## src/rtl/fork_join_pkg.sv

```systemverilog
// Shared types and constants for the fork/join sequencer.
package fork_join_pkg;

  localparam int unsigned JOIN_MODE_W = 2;
  localparam int unsigned MAX_JOBS    = 16;

  typedef enum logic [JOIN_MODE_W-1:0] {
    JOIN_ALL  = 2'd0,
    JOIN_ANY  = 2'd1,
    JOIN_NONE = 2'd2
  } join_mode_e;

  typedef enum logic [1:0] {
    IDLE   = 2'd0,
    FORK   = 2'd1,
    WAIT   = 2'd2,
    RESUME = 2'd3
  } fj_state_e;

  // The reserved encoding behaves as JOIN_ALL.
  function automatic join_mode_e decode_mode(input logic [JOIN_MODE_W-1:0] raw);
    unique case (raw)
      2'd1:    decode_mode = JOIN_ANY;
      2'd2:    decode_mode = JOIN_NONE;
      default: decode_mode = JOIN_ALL;
    endcase
  endfunction

endpackage

```

## src/rtl/fj_sat_counter.sv

```systemverilog
// Saturating up-counter with synchronous clear (clear has priority over enable).
module fj_sat_counter #(
  parameter int unsigned W = 16
) (
  input  logic         clk,
  input  logic         rst_n,
  input  logic         clr,
  input  logic         en,
  output logic [W-1:0] cnt
);

  // Count up, holding at all-ones.
  always_ff @(posedge clk or negedge rst_n) begin
    if (!rst_n) begin
      cnt <= '0;
    end else if (clr) begin
      cnt <= '0;
    end else if (en && (cnt != '1)) begin
      cnt <= cnt + W'(1);
    end
  end

endmodule

```

## src/rtl/fork_join_ctrl.sv

```systemverilog
// Fork/join sequencer: launches masked jobs, tracks completion, and issues one resume pulse
// per accepted fork according to the join mode, with an optional watchdog.
module fork_join_ctrl
  import fork_join_pkg::*;
#(
  parameter int unsigned NUM_JOBS = 2,
  parameter int unsigned CNT_W    = 16,
  parameter int unsigned TIMEOUT  = 0
) (
  input  logic                   clk,
  input  logic                   rst_n,
  input  logic                   start,
  output logic                   start_ready,
  input  logic [NUM_JOBS-1:0]    job_mask,
  input  logic [JOIN_MODE_W-1:0] join_mode,
  output logic [NUM_JOBS-1:0]    job_start,
  input  logic [NUM_JOBS-1:0]    job_done,
  output logic [NUM_JOBS-1:0]    pending,
  output logic                   busy,
  output logic                   resume,
  output logic [CNT_W-1:0]       resume_cycles,
  output logic                   timeout,
  output logic [NUM_JOBS-1:0]    timeout_mask
);

  localparam logic [CNT_W-1:0] TimeoutVal = CNT_W'(TIMEOUT);

  fj_state_e            state_q, state_d;
  join_mode_e           mode_q, mode_d;
  logic [NUM_JOBS-1:0]  mask_q, mask_d;
  logic [NUM_JOBS-1:0]  pending_q, pending_d;
  logic [NUM_JOBS-1:0]  tmask_q, tmask_d;
  logic [CNT_W-1:0]     rcyc_q, rcyc_d;
  logic                 resumed_q, resumed_d;
  logic                 cnt_clr, cnt_en;
  logic [CNT_W-1:0]     cnt;
  logic [NUM_JOBS-1:0]  done_eff, pend_left;
  logic                 wd_hit;

  fj_sat_counter #(
    .W(CNT_W)
  ) u_cnt (
    .clk  (clk),
    .rst_n(rst_n),
    .clr  (cnt_clr),
    .en   (cnt_en),
    .cnt  (cnt)
  );

  assign done_eff  = job_done & pending_q;
  assign pend_left = pending_q & ~job_done;
  // Done bits are removed before the watchdog looks, so a same-cycle done wins.
  assign wd_hit    = (TIMEOUT != 0) && (state_q == WAIT) && (cnt == TimeoutVal) && (|pend_left);
  assign cnt_en    = (state_q != IDLE);

  // Next-state and pulse outputs.
  always_comb begin
    state_d     = state_q;
    mode_d      = mode_q;
    mask_d      = mask_q;
    pending_d   = pending_q;
    tmask_d     = tmask_q;
    rcyc_d      = rcyc_q;
    resumed_d   = resumed_q;
    cnt_clr     = 1'b0;
    start_ready = 1'b0;
    job_start   = '0;
    resume      = 1'b0;
    timeout     = 1'b0;
    unique case (state_q)
      IDLE: begin
        start_ready = 1'b1;
        if (start) begin
          mask_d    = job_mask;
          mode_d    = decode_mode(join_mode);
          cnt_clr   = 1'b1;
          resumed_d = 1'b0;
          tmask_d   = '0;
          state_d   = (|job_mask) ? FORK : RESUME;
        end
      end
      FORK: begin
        job_start = mask_q;
        pending_d = mask_q;
        if (mode_q == JOIN_NONE) begin
          resume    = 1'b1;
          rcyc_d    = '0;
          resumed_d = 1'b1;
        end
        state_d = WAIT;
      end
      WAIT: begin
        pending_d = pend_left;
        if (wd_hit) begin
          timeout   = 1'b1;
          tmask_d   = pend_left;
          pending_d = '0;
          state_d   = resumed_q ? IDLE : RESUME;
        end else if (pend_left == '0) begin
          state_d = resumed_q ? IDLE : RESUME;
        end else if (!resumed_q && (mode_q == JOIN_ANY) && (|done_eff)) begin
          state_d = RESUME;
        end
      end
      RESUME: begin
        resume    = 1'b1;
        rcyc_d    = cnt;
        // A done landing in this cycle still retires its job so the drain cannot stall.
        pending_d = pend_left;
        if (|pend_left) begin
          resumed_d = 1'b1;
          state_d   = WAIT;
        end else begin
          state_d = IDLE;
        end
      end
      default: state_d = IDLE;
    endcase
  end

  // State and datapath registers.
  always_ff @(posedge clk or negedge rst_n) begin
    if (!rst_n) begin
      state_q   <= IDLE;
      mode_q    <= JOIN_ALL;
      mask_q    <= '0;
      pending_q <= '0;
      tmask_q   <= '0;
      rcyc_q    <= '0;
      resumed_q <= 1'b0;
    end else begin
      state_q   <= state_d;
      mode_q    <= mode_d;
      mask_q    <= mask_d;
      pending_q <= pending_d;
      tmask_q   <= tmask_d;
      rcyc_q    <= rcyc_d;
      resumed_q <= resumed_d;
    end
  end

  assign busy          = (state_q != IDLE);
  assign pending       = pending_q;
  assign resume_cycles = rcyc_q;
  assign timeout_mask  = tmask_q;

endmodule
```

## config.mk

```make
export PLATFORM = sky130hd
export DESIGN_NAME = fork_join_ctrl
export DESIGN_NICKNAME = d
export VERILOG_FILES = /design/src/rtl/fork_join_pkg.sv /design/src/rtl/fj_sat_counter.sv /design/src/rtl/fork_join_ctrl.sv
export SDC_FILE = /design/constraint.sdc
export NUM_CORES = 1
export LEC_CHECK = 0
export CAP_MARGIN = 20
export CORE_ASPECT_RATIO = 1.5
export CORE_MARGIN = 2
export CORE_UTILIZATION = 56
export DETAILED_ROUTE_END_ITERATION = 8
export PLACE_DENSITY = 0.83
export SYNTH_ARGS = -nofsm -noshare
export SYNTH_HDL_FRONTEND = slang
export SYNTH_SLANG_ARGS = --single-unit
```

## constraint.sdc

```tcl
create_clock -name clk -period 2.8 [get_ports clk]
set_input_delay 0.56 -clock clk [delete_from_list [all_inputs] [get_ports clk]]
set_output_delay 0.56 -clock clk [all_outputs]
set_load 0.005 [all_outputs]
```

Word-level counts from Yosys, hierarchy flattened
Cells that the tools add are included.
W data, S select, Z words.
{"block": "word_totals", "inputBits": 9, "word_cells": 65, "ff_bits": 41, "out_inout_bits": 26}
{"block": "classes", "mux": 23, "n_reduce_logical": 19, "eq_ne": 12, "addsub": 1, "n_bitwise": 3}
{"op": "$mux W16", "n": 3}
{"op": "$pmux W16 S2", "n": 1}
{"op": "$add A16 B1 Y16 const B", "n": 1}
{"op": "$ne A16 B16 Y1 const B", "n": 1}
{"op": "$mux W2", "n": 7}
{"op": "$eq A2 B2 Y1 const B", "n": 4}
{"op": "$pmux W2 S2", "n": 2}
{"op": "$pmux W2 S4", "n": 1}
{"op": "$reduce_bool A2 Y1", "n": 4}
{"op": "$reduce_or A2 Y1", "n": 4}
{"op": "$mux W1", "n": 7}
{"op": "$eq A2 B1 Y1 const B", "n": 3}
{"op": "$ne A2 B2 Y1 const B", "n": 3}
{"op": "$reduce_and A2 Y1", "n": 3}
{"op": "$and A2 B2 Y2", "n": 2}
{"op": "$logic_not A2 Y1", "n": 2}
{"op": "$reduce_and A4 Y1", "n": 1}
{"op": "$logic_and A1 B1 Y1", "n": 3}
{"op": "$ne A3 B3 Y1 const B", "n": 1}
{"op": "$pmux W1 S3", "n": 1}
{"op": "$reduce_bool A3 Y1", "n": 1}
{"op": "$not A2 Y2", "n": 1}
{"op": "$pmux W1 S2", "n": 1}
{"op": "$logic_not A1 Y1", "n": 1}

Logic depth before layout (Yosys ltp)
Gate-level depths: netlist of run 1.
{"block": "logic_depth", "word_depth": 6, "depth_mapped": 7, "ltp_nobuf": 5}

Hierarchy
From an unflattened synthesis of run 1, not the netlist that was laid out.
{"block": "unflattened", "cells_unflattened": 187, "area_unflattened_um2": 2016.9}
{"mod": "fork_join_ctrl", "cells_per_inst": 89, "area_each_um2": 1074.8, "seq_area_each_um2": 625.6, "instances": 1}
{"mod": "fj_sat_counter", "cells_per_inst": 98, "area_each_um2": 942.2, "seq_area_each_um2": 400.4, "instances": 1}

Worst setup path after synthesis of run 1
No wires, ideal clock.
{"block": "synth_path", "path_kind": "register -> register", "start": "reg u_cnt.cnt[0]", "end": "reg u_cnt.cnt[2]", "setup_time_ps": 79, "required_ps": 2721, "period_less_slack_ps": 1864, "n_path_buf": 1, "arrival_time_ps": 1785, "slack_ps": 936, "path_stages_with_launch": 7, "path_cell_list": "dfrtp_1 ha_1 nand4_2 or4_4 buf_6 o211ai_2 mux2i_1"}
{"block": "synth_via", "elab_chain_len": 3, "elab_cells_between_ends": 6, "classes_between": "add/sub: 1; eq/ne: 1; mux: 2; reduce/logical: 2"}
{"item": "start: declaration", "line_no": "fj_sat_counter.sv:9", "rtl": "output logic [W-1:0] cnt"}
{"item": "start signal: assignment", "line_no": "fj_sat_counter.sv:19", "rtl": "cnt <= cnt + W'(1);"}
{"item": "$add A16 B1 Y16 or $ne A16 B16 Y1 (tied branches)", "line_no": "fj_sat_counter.sv:19, fj_sat_counter.sv:18"}
{"item": "$mux W16 or $logic_and A1 B1 Y1 (tied branches)", "line_no": "fj_sat_counter.sv:18", "rtl": "end else if (en && (cnt != '1)) begin"}
{"item": "$mux W16 or $reduce_bool A2 Y1 (tied branches)"}
Parallel ways exist; a longest one is shown, timed or not. The select of a mux whose other input is x is not followed.
A chain may end at the register's enable or synchronous reset.

Worst setup path after layout of run 1
{"block": "layout_path", "start": "reg state_q[0]", "end": "out start_ready"}
{"block": "layout_via", "elab_chain_len": 2}
{"item": "start: declaration", "line_no": "fork_join_ctrl.sv:28", "rtl": "fj_state_e state_q, state_d;"}
{"item": "start signal: assignment", "line_no": "fork_join_ctrl.sv:132", "rtl": "state_q <= state_d;"}
{"item": "$logic_not A2 Y1", "line_no": "fork_join_ctrl.sv:70", "rtl": "unique case (state_q)"}
{"item": "$mux W1", "line_no": "fork_join_ctrl.sv:70"}
{"item": "end: declaration", "line_no": "fork_join_ctrl.sv:13", "rtl": "output logic start_ready,"}
Every way passes these cells.

==> metrics.cfg, run 1 <==
[route]
wl_met3_um=171
ant_nets=0
dr.pass1.iters=4
top_layer_used=met4
viasPerCell=6.02
met1_length_um=1810
num_vias=1614
wl_met2_um=2380
postRouteWirelength_um=4440
drtIter0Drc=46
drt-wirelength-per-cell_um=16.6
drc_errors=0

[critical_path]
path_class=reg2out
reg2reg_slack_ns=0.67
cp_slowest_cell=clkdlybuf4s50_1
path_buf_inv=2
path_delay_family=buffers and inverters
cpPeakStageDelay_ns=0.55
startpoint_type=flop
crit_arrival_ns=1.82
path_cells=or2_1 > inv_2 > clkdlybuf4s50_1
crit_path_end_kind=output port
cp.required_ns=2.24
path_max_fanout=13

[global_routing]
grt.overflow.total=0
antenna_found_initial=0
grt_pass1_vias=1573
grt_max_degree=42
grt_pass1_wl_um=7670
grt_util_all_layers_pct=24.8

[synth]
synth.most_common_cell=dfrtp_1
synth_top_family_by_area=simple AND/OR/NAND/NOR gates
synth_area_leaders=dfrtp_1 50%, a22o_1 6.9%, nand2_1 5.7%
synth_area_leader_cell=dfrtp_1
synth.mux.area_fraction_pct=5.42
synth_common_cells=41 x dfrtp_1, 31 x nand2_1, 16 x a22o_1, 11 x mux2i_1
synth_top_area_share_pct=50.5
postSynthCellCount=196
synth_area_sq_mm=0.00203
synthSimpleGateAreaFrac_pct=19.9
yosysWarnings=0
synth_xor_xnor_area_share_pct=0
yosysUniqueCellTypes=49
synth_compound_area_share_pct=18.9
synth_edf_count=0
synth_flop_cell=dfrtp_1
ys_ff_latch=41
synthAdderAreaFrac_pct=0.615
synth-async-reset-ratio_pct=100
yosysSeqAreaShare_pct=50.5
syn-mean-instance-area_sq_um=10.4

[final_layout]
antenna_cells=0
area_growth_pct=19.9
filler_cell_count=280
fin_nets=236
final_cell_area_sq_mm=0.00244
drive_gt1_share_pct=8.85
utilization_pct=70.7

[die]
dieArea_sq_mm=0.00414
core_sq_mm=0.00345
rows=26
die_w_um=53.2
start_util_pct=59.0
die_y_um=77.8
ios=35

[timing]
period_minus_slack_ns=2.38
final_max_slew_viol_count=0
setup_viol=0
skew_ns=0.00645
slew_headroom_pct=41.5
grt_setup_unrepaired=false
worst_slew_pin_slew_ns=0.877
fin_tns_setup_ns=0
fin_crit_sh_pct=85.0
max_freq_mhz=420
final_hold_viol_count=0
holdWs_ns=0.390

[clock_tree]
postCtsSetupBuffers=0
cts_buffer_depth=2
clkSlewWorstSetupHoldPaths_ns=0.07
cts_tree=done
cts_htree_levels=2
cts_num_sinks=41
clkLatencyLatePin_ns=0.29
postCtsResizedCells=0
numCtsBuffers=5
cts_hold_buffers=0
cts_root_buf=clkbuf_8

[placed_design]
postPlaceCellArea_sq_mm=0.00235
io_buffers=31
place.gp.congestion=0.910
hpwl_um=3340

[run]
timing.max_cap.violations=0

[power_and_ir_drop]
power_density_mw_per_mm2=831
ir_drop_mv=0.823
p_leak_nw=1.12

[min_path]
hp-class=in2async

[status]
outcome=finished, final reports clean

through the flow:
stage | power, mW | std cells | setup slack [ns]
final | 2.03 | 268 | 0.420
after global routing | 2.16 | 268 | 0.359
after CTS | 2.04 | 268 | 0.426
after detailed placement | 1.67 | 261 | 0.680
after global placement | 1.63 | 261 | 0.781
after floorplan | 1.34 | 198 | 0.936
worst register-to-register path, stage by stage (launching register included):
cell and delay (ns):
dfrtp_1 0.42, ha_1 0.24, nand4_2 0.18, or4_4 0.69, o21ai_1 0.29, mux2i_1 0.24
area by class of cell:
cell class	count	area, sq um	share of cell area [%]
flip-flops and latches	41	1030	42.1
multi-input cells	138	923	37.9
repair buffers	34	328	13.4
clock buffers	7	86.3	3.54
well taps	42	52.6	2.15
inverters	6	22.5	0.924
cell usage in the layout, fill, tap and decap left out, drive strengths merged, types with 4 or more instances in the layout:
cell type,instances
a21oi,8
a22o,16
and3,4
buf,4
clkbuf,7
clkdlybuf4s50,30
dfrtp,41
inv,6
mux2i,11
nand2,31
nand3,6
nand3b,4
nand4,4
nor2,6
o211ai,4
o21ai,8
report_power, final:
part	total (mW)	leakage [nW]	switching [mW]	internal, mW
clock network	0.374	0.0443	0.179	0.195
logic	0.756	0.526	0.383	0.373
registers	0.897	0.547	0.165	0.732
total	2.03	1.12	0.727	1.30
final timing paths:
path                                endpoint  cells after the start             start
max                              start_ready                      3        state_q[0]
min                         resume_cycles[3]                      1             rst_n
max reg2reg                     u_cnt.cnt[0]                      5      u_cnt.cnt[0]
min reg2reg                 resume_cycles[4]                      1  resume_cycles[4]
max in group asynchronous  resume_cycles[12]                      1             rst_n
min in group clk            resume_cycles[4]                      1  resume_cycles[4]
per-layer routing:
layer / vias up / GRT usage, %
met1: 789 / 30.1
met3: 8 / 4.42
met4: 0 / 8.21
met2: 48 / 42.8
met5: - / 0
li1: 769 / -
kinds of logic (layout without fill, tap and decap cells):
kind of cell	after synthesis	in the layout
mux	11	11
fa+ha+maj	1	1
other cells	1	3
compound gates	48	48
simple gates	75	75
flops	41	41
buf+inv	19	47
state kept, by name (all words and copies together), names as in the netlist:
register and flops:
mask_q 2, mode_q 2, resumed_q 1, u_cnt.cnt 16
pending 2, resume_cycles 16, state_q 2
No activity file was read; power rests on OpenSTA's default activity.
==> run 2, diff against run 1 <==
CORE_UTILIZATION = 52   (was 56)
PLACE_DENSITY = 0.78   (was 0.83)
clock period = 2.4 ns   (was 2.8 ns; I/O delays follow)
==> metrics.cfg, run 2 (synthesis results as in run 1) <==
[timing]
max_freq_mhz=457
holdWs_ns=0.307
period_minus_slack_ns=2.19
fin_tns_setup_ns=0
slew_headroom_pct=40.1
final_hold_viol_count=0
setup_viol=0
worst_slew_pin_slew_ns=0.898
skew_ns=0.00796
grt_setup_unrepaired=false
final_max_slew_viol_count=0
fin_ws_ns=0.211
fin_crit_sh_pct=91.2

[status]
outcome=finished, final reports clean

[final_layout]
final_cells=272
filler_cell_count=298
fin_nets=238
final_common_cell=dfrtp_1
layout_common_cells=41 x dfrtp_1, 31 x nand2_1, 30 x clkdlybuf4s50_1
antenna_cells=0
drive_gt1_share_pct=10.0
area_growth_pct=20.6

[critical_path]
startpoint_type=flop
crit_path_end_kind=output port
cpPeakStageDelay_ns=0.51
crit_arrival_ns=1.71
cp.required_ns=1.92
cp_slowest_cell=dfrtp_1
path_max_fanout=12
path_class=reg2out
path_cells=or2_1 > inv_2 > clkdlybuf4s50_1

[power_and_ir_drop]
ir_drop_mv=0.666
clkPwrFrac_pct=17.9
power_density_mw_per_mm2=977
p_leak_nw=1.13
netSwitchingFraction_pct=36.9
combPwrFrac_pct=39.0
p_total_mw=2.39
sequentialPowerShare_pct=43.0
switchingPower_uw=883
p_int_mw=1.51

[die]
die_y_um=80.6
die_w_um=55.1
core_sq_mm=0.00372
start_util_pct=54.7
rows=27
ios=35
dieArea_sq_mm=0.00444

[route]
drt-wirelength-per-cell_um=16.8
postRouteWirelength_um=4580
num_vias=1663
dr.pass1.iters=4
drc_errors=0
drtIter0Drc=53
viasPerCell=6.11
ant_nets=0

[placed_design]
place.gp.congestion=0.928
io_buffers=31
post-place-ws_ns=0.301
place_inst=264
hpwl_um=3390

[run]
timing.max_cap.violations=0

[global_routing]
grt.overflow.total=0
antenna_found_initial=0
grt_util_all_layers_pct=24.3
grt_pass1_wl_um=7770
grt_pass1_vias=1629
grt_max_degree=42

[clock_tree]
cts_buffer_depth=2
numCtsBuffers=5
cts_hold_buffers=0
postCtsSetupBuffers=0
cts_tree=done
cts_root_buf=clkbuf_8
clkSlewWorstSetupHoldPaths_ns=0.08
cts_htree_levels=2
cts_num_sinks=41
postCtsResizedCells=0
clkLatencyLatePin_ns=0.29

[min_path]
hp-class=in2async

-- run 2: cell count changes in the layout (fill, tap and decap cells not counted), sizes merged --
cell,delta
buf,+2
clkbuf,-1
clkinv,+2
-- run 2: cell type report --
class	instances	area (sq um)	area share, %
Timing Repair Buffer	36	343	14.0
Multi-Input combinational cell	138	923	37.7
Tap cell	43	53.8	2.19
Clock buffer	6	72.6	2.96
Sequential cell	41	1030	41.9
Clock inverter	2	10.0	0.408
Inverter	6	22.5	0.919
-- run 2: path summary, 6_finish.rpt --
check / from / end / slack, ns / cells past startpoint
hold / removal: rst_n / resume_cycles[5] / 0.31 / 1
setup / recovery: state_q[1] / start_ready / 0.21 / 3
hold reg to reg: resume_cycles[15] / resume_cycles[15] / 0.50 / 1
min in group clk: resume_cycles[15] / resume_cycles[15] / 0.50 / 1
max in group asynchronous: rst_n / u_cnt.cnt[6] / 1.53 / 1
setup reg to reg: u_cnt.cnt[0] / u_cnt.cnt[1] / 0.30 / 5
-- run 2: critical path, delay by kind of cell, from the launching register on --
kind	cells	cell delay, ns
flip-flops	1	0.51
buffers and inverters	2	0.59
AND/OR/NAND/NOR	1	0.32
-- run 2: metal layers --
metal | up-vias | wire (um) | track usage (%)
li1 | 774 | - | -
met1 | 835 | 1770 | 27.5
met2 | 39 | 2550 | 42.4
met3 | 15 | 136 | 4.83
met4 | 0 | 123 | 10.2
met5 | - | 0 | 0
-- run 2: power groups by stage --
stage | Sequential [mW] | Combinational (mW) | Clock, mW
2_1_floorplan | 0.988 | 0.577 | 0
5_1_grt | 1.06 | 1.04 | 0.473
3_3_place_gp | 1.03 | 0.900 | 0
3_5_place_dp | 1.04 | 0.938 | 0
6_report | 1.03 | 0.934 | 0.430
4_1_cts | 1.03 | 0.943 | 0.444
-- run 2: per-stage QoR --
step,cell area [sq um],util (%)
finish,2450,66.0
floorplan,2040,-
detailed placement,2370,63.7
global route,2450,66.0
CTS,2450,66.0
global placement,2370,63.7
==> run 3, diff against run 2 <==
CORE_UTILIZATION = 33   (was 52)
PLACE_DENSITY = 0.53   (was 0.78)
==> metrics.cfg, run 3 (synthesis results as in run 1) <==
[status]
outcome=finished, final reports clean

[die]
die_w_um=68.1
ios=35
dieArea_sq_mm=0.00682
start_util_pct=33.6
core_sq_mm=0.00604
die_y_um=100
rows=35

[min_path]
hp-class=in2async

[power_and_ir_drop]
power_density_mw_per_mm2=945
p_leak_nw=1.15
p_int_mw=1.52
ir_drop_mv=0.516
sequentialPowerShare_pct=42.9
combPwrFrac_pct=38.9
clkPwrFrac_pct=18.2
switchingPower_uw=867
netSwitchingFraction_pct=36.3
p_total_mw=2.39

[final_layout]
filler_cell_count=603
layout_common_cells=41 x dfrtp_1, 31 x nand2_1, 30 x clkdlybuf4s50_1
fin_nets=241
antenna_cells=0
final_cell_area_sq_mm=0.00253
final_common_cell=dfrtp_1
drive_gt1_share_pct=10.8
area_growth_pct=24.3

[clock_tree]
clkSlewWorstSetupHoldPaths_ns=0.07
cts_root_buf=clkbuf_8
cts_htree_levels=2
numCtsBuffers=5
cts_buffer_depth=2
cts_tree=done
clkLatencyLatePin_ns=0.29
cts_num_sinks=41

[global_routing]
grt.overflow.total=0
grt_max_degree=41
grt_util_all_layers_pct=14.5
grt_pass1_wl_um=7380
grt_pass1_vias=1536
antenna_found_initial=0

[timing]
fin_ws_ns=0.182
grt_setup_unrepaired=false
skew_ns=0.00697
period_minus_slack_ns=2.22
fin_crit_sh_pct=92.4
holdWs_ns=0.506
fin_tns_setup_ns=0
final_max_slew_viol_count=0
worst_slew_pin_slew_ns=0.687
max_freq_mhz=451
final_hold_viol_count=0
setup_viol=0
slew_headroom_pct=54.0

[placed_design]
io_buffers=31
hpwl_um=3290
post-place-ws_ns=0.298
place.gp.congestion=0.772
postPlaceCellArea_sq_mm=0.00243

[route]
viasPerCell=5.16
drt-wirelength-per-cell_um=14.8
ant_nets=0
postRouteWirelength_um=4530
num_vias=1578
dr.pass1.iters=4
drtIter0Drc=47
drc_errors=0

[critical_path]
crit_arrival_ns=1.74
path_class=reg2out
r2r-end=u_cnt.cnt[0]
r2r-start=u_cnt.cnt[0]
cp_slowest_cell=dfrtp_1
cp.required_ns=1.92
cpPeakStageDelay_ns=0.54
path_cells=or2_1 > buf_4 > clkdlybuf4s50_1
startpoint_type=flop
reg2reg_slack_ns=0.27
path_max_fanout=12
r2r_cells=5
crit_path_end_kind=output port

[run]
timing.max_cap.violations=0

[run 3: metal layers]
| metal | share of wire, % | GRT usage (%) | wire length, um | vias to the layer above |
|---|---|---|---|---|
| li1 | - | - | - | 782 |
| met3 | 2.7 | 3.36 | 123 | 9 |
| met5 | 0 | 0 | 0 | - |
| met4 | 2.6 | 6.62 | 116 | 0 |
| met1 | 43 | 17.6 | 1930 | 758 |
| met2 | 52 | 23.9 | 2370 | 29 |
[run 3: stage by stage]
| step | cells | util, % |
|---|---|---|
| final | 306 | 41.8 |
| after global routing | 306 | 41.8 |
| after CTS | 306 | 41.8 |
| after detailed placement | 297 | 40.3 |
| after global placement | 297 | 40.3 |
| after floorplan | 198 | - |
[run 3: worst max path at each step]
stage	endpoint	from	cells after the start
after floorplan	u_cnt.cnt[2]	u_cnt.cnt[0]	6
after global placement	u_cnt.cnt[1]	u_cnt.cnt[0]	5
after detailed placement	u_cnt.cnt[0]	u_cnt.cnt[0]	5
final	busy	state_q[1]	3
after global routing	busy	state_q[1]	3
after CTS	start_ready	state_q[1]	3
[run 3: power by group through the flow]
stage                     logic (mW)  clock network (mW)  registers (mW)
after floorplan                0.577                   0           0.988
after global placement         0.938                   0            1.04
after detailed placement       0.942                   0            1.04
after CTS                      0.950               0.450            1.03
after global routing            1.03               0.485            1.05
final                          0.928               0.436            1.02
[run 3: area by class of cell]
class,instances,area [sq um],share of cell area (%)
Inverter,6,22.5,0.891
Sequential cell,41,1030,40.6
Timing Repair Buffer,39,380,15.0
Multi-Input combinational cell,138,923,36.5
Clock inverter,2,10.0,0.396
Tap cell,74,92.6,3.66
Clock buffer,6,72.6,2.87
[run 3: timing repair]
| item | in CTS | in global routing |
|---|---|---|
| buffers inserted | 0 | 0 |
| endpoints found under the hold margin | 1 | 0 |
| gates resized for setup | 0 | 0 |
| hold buffers | 1 | 0 |
[run 3: worst max-delay path, delay by kind of cell, from the launching register on]
family        cells  cell delay, ns
buf+inv           2            0.72
flops             1            0.54
simple gates      1            0.19
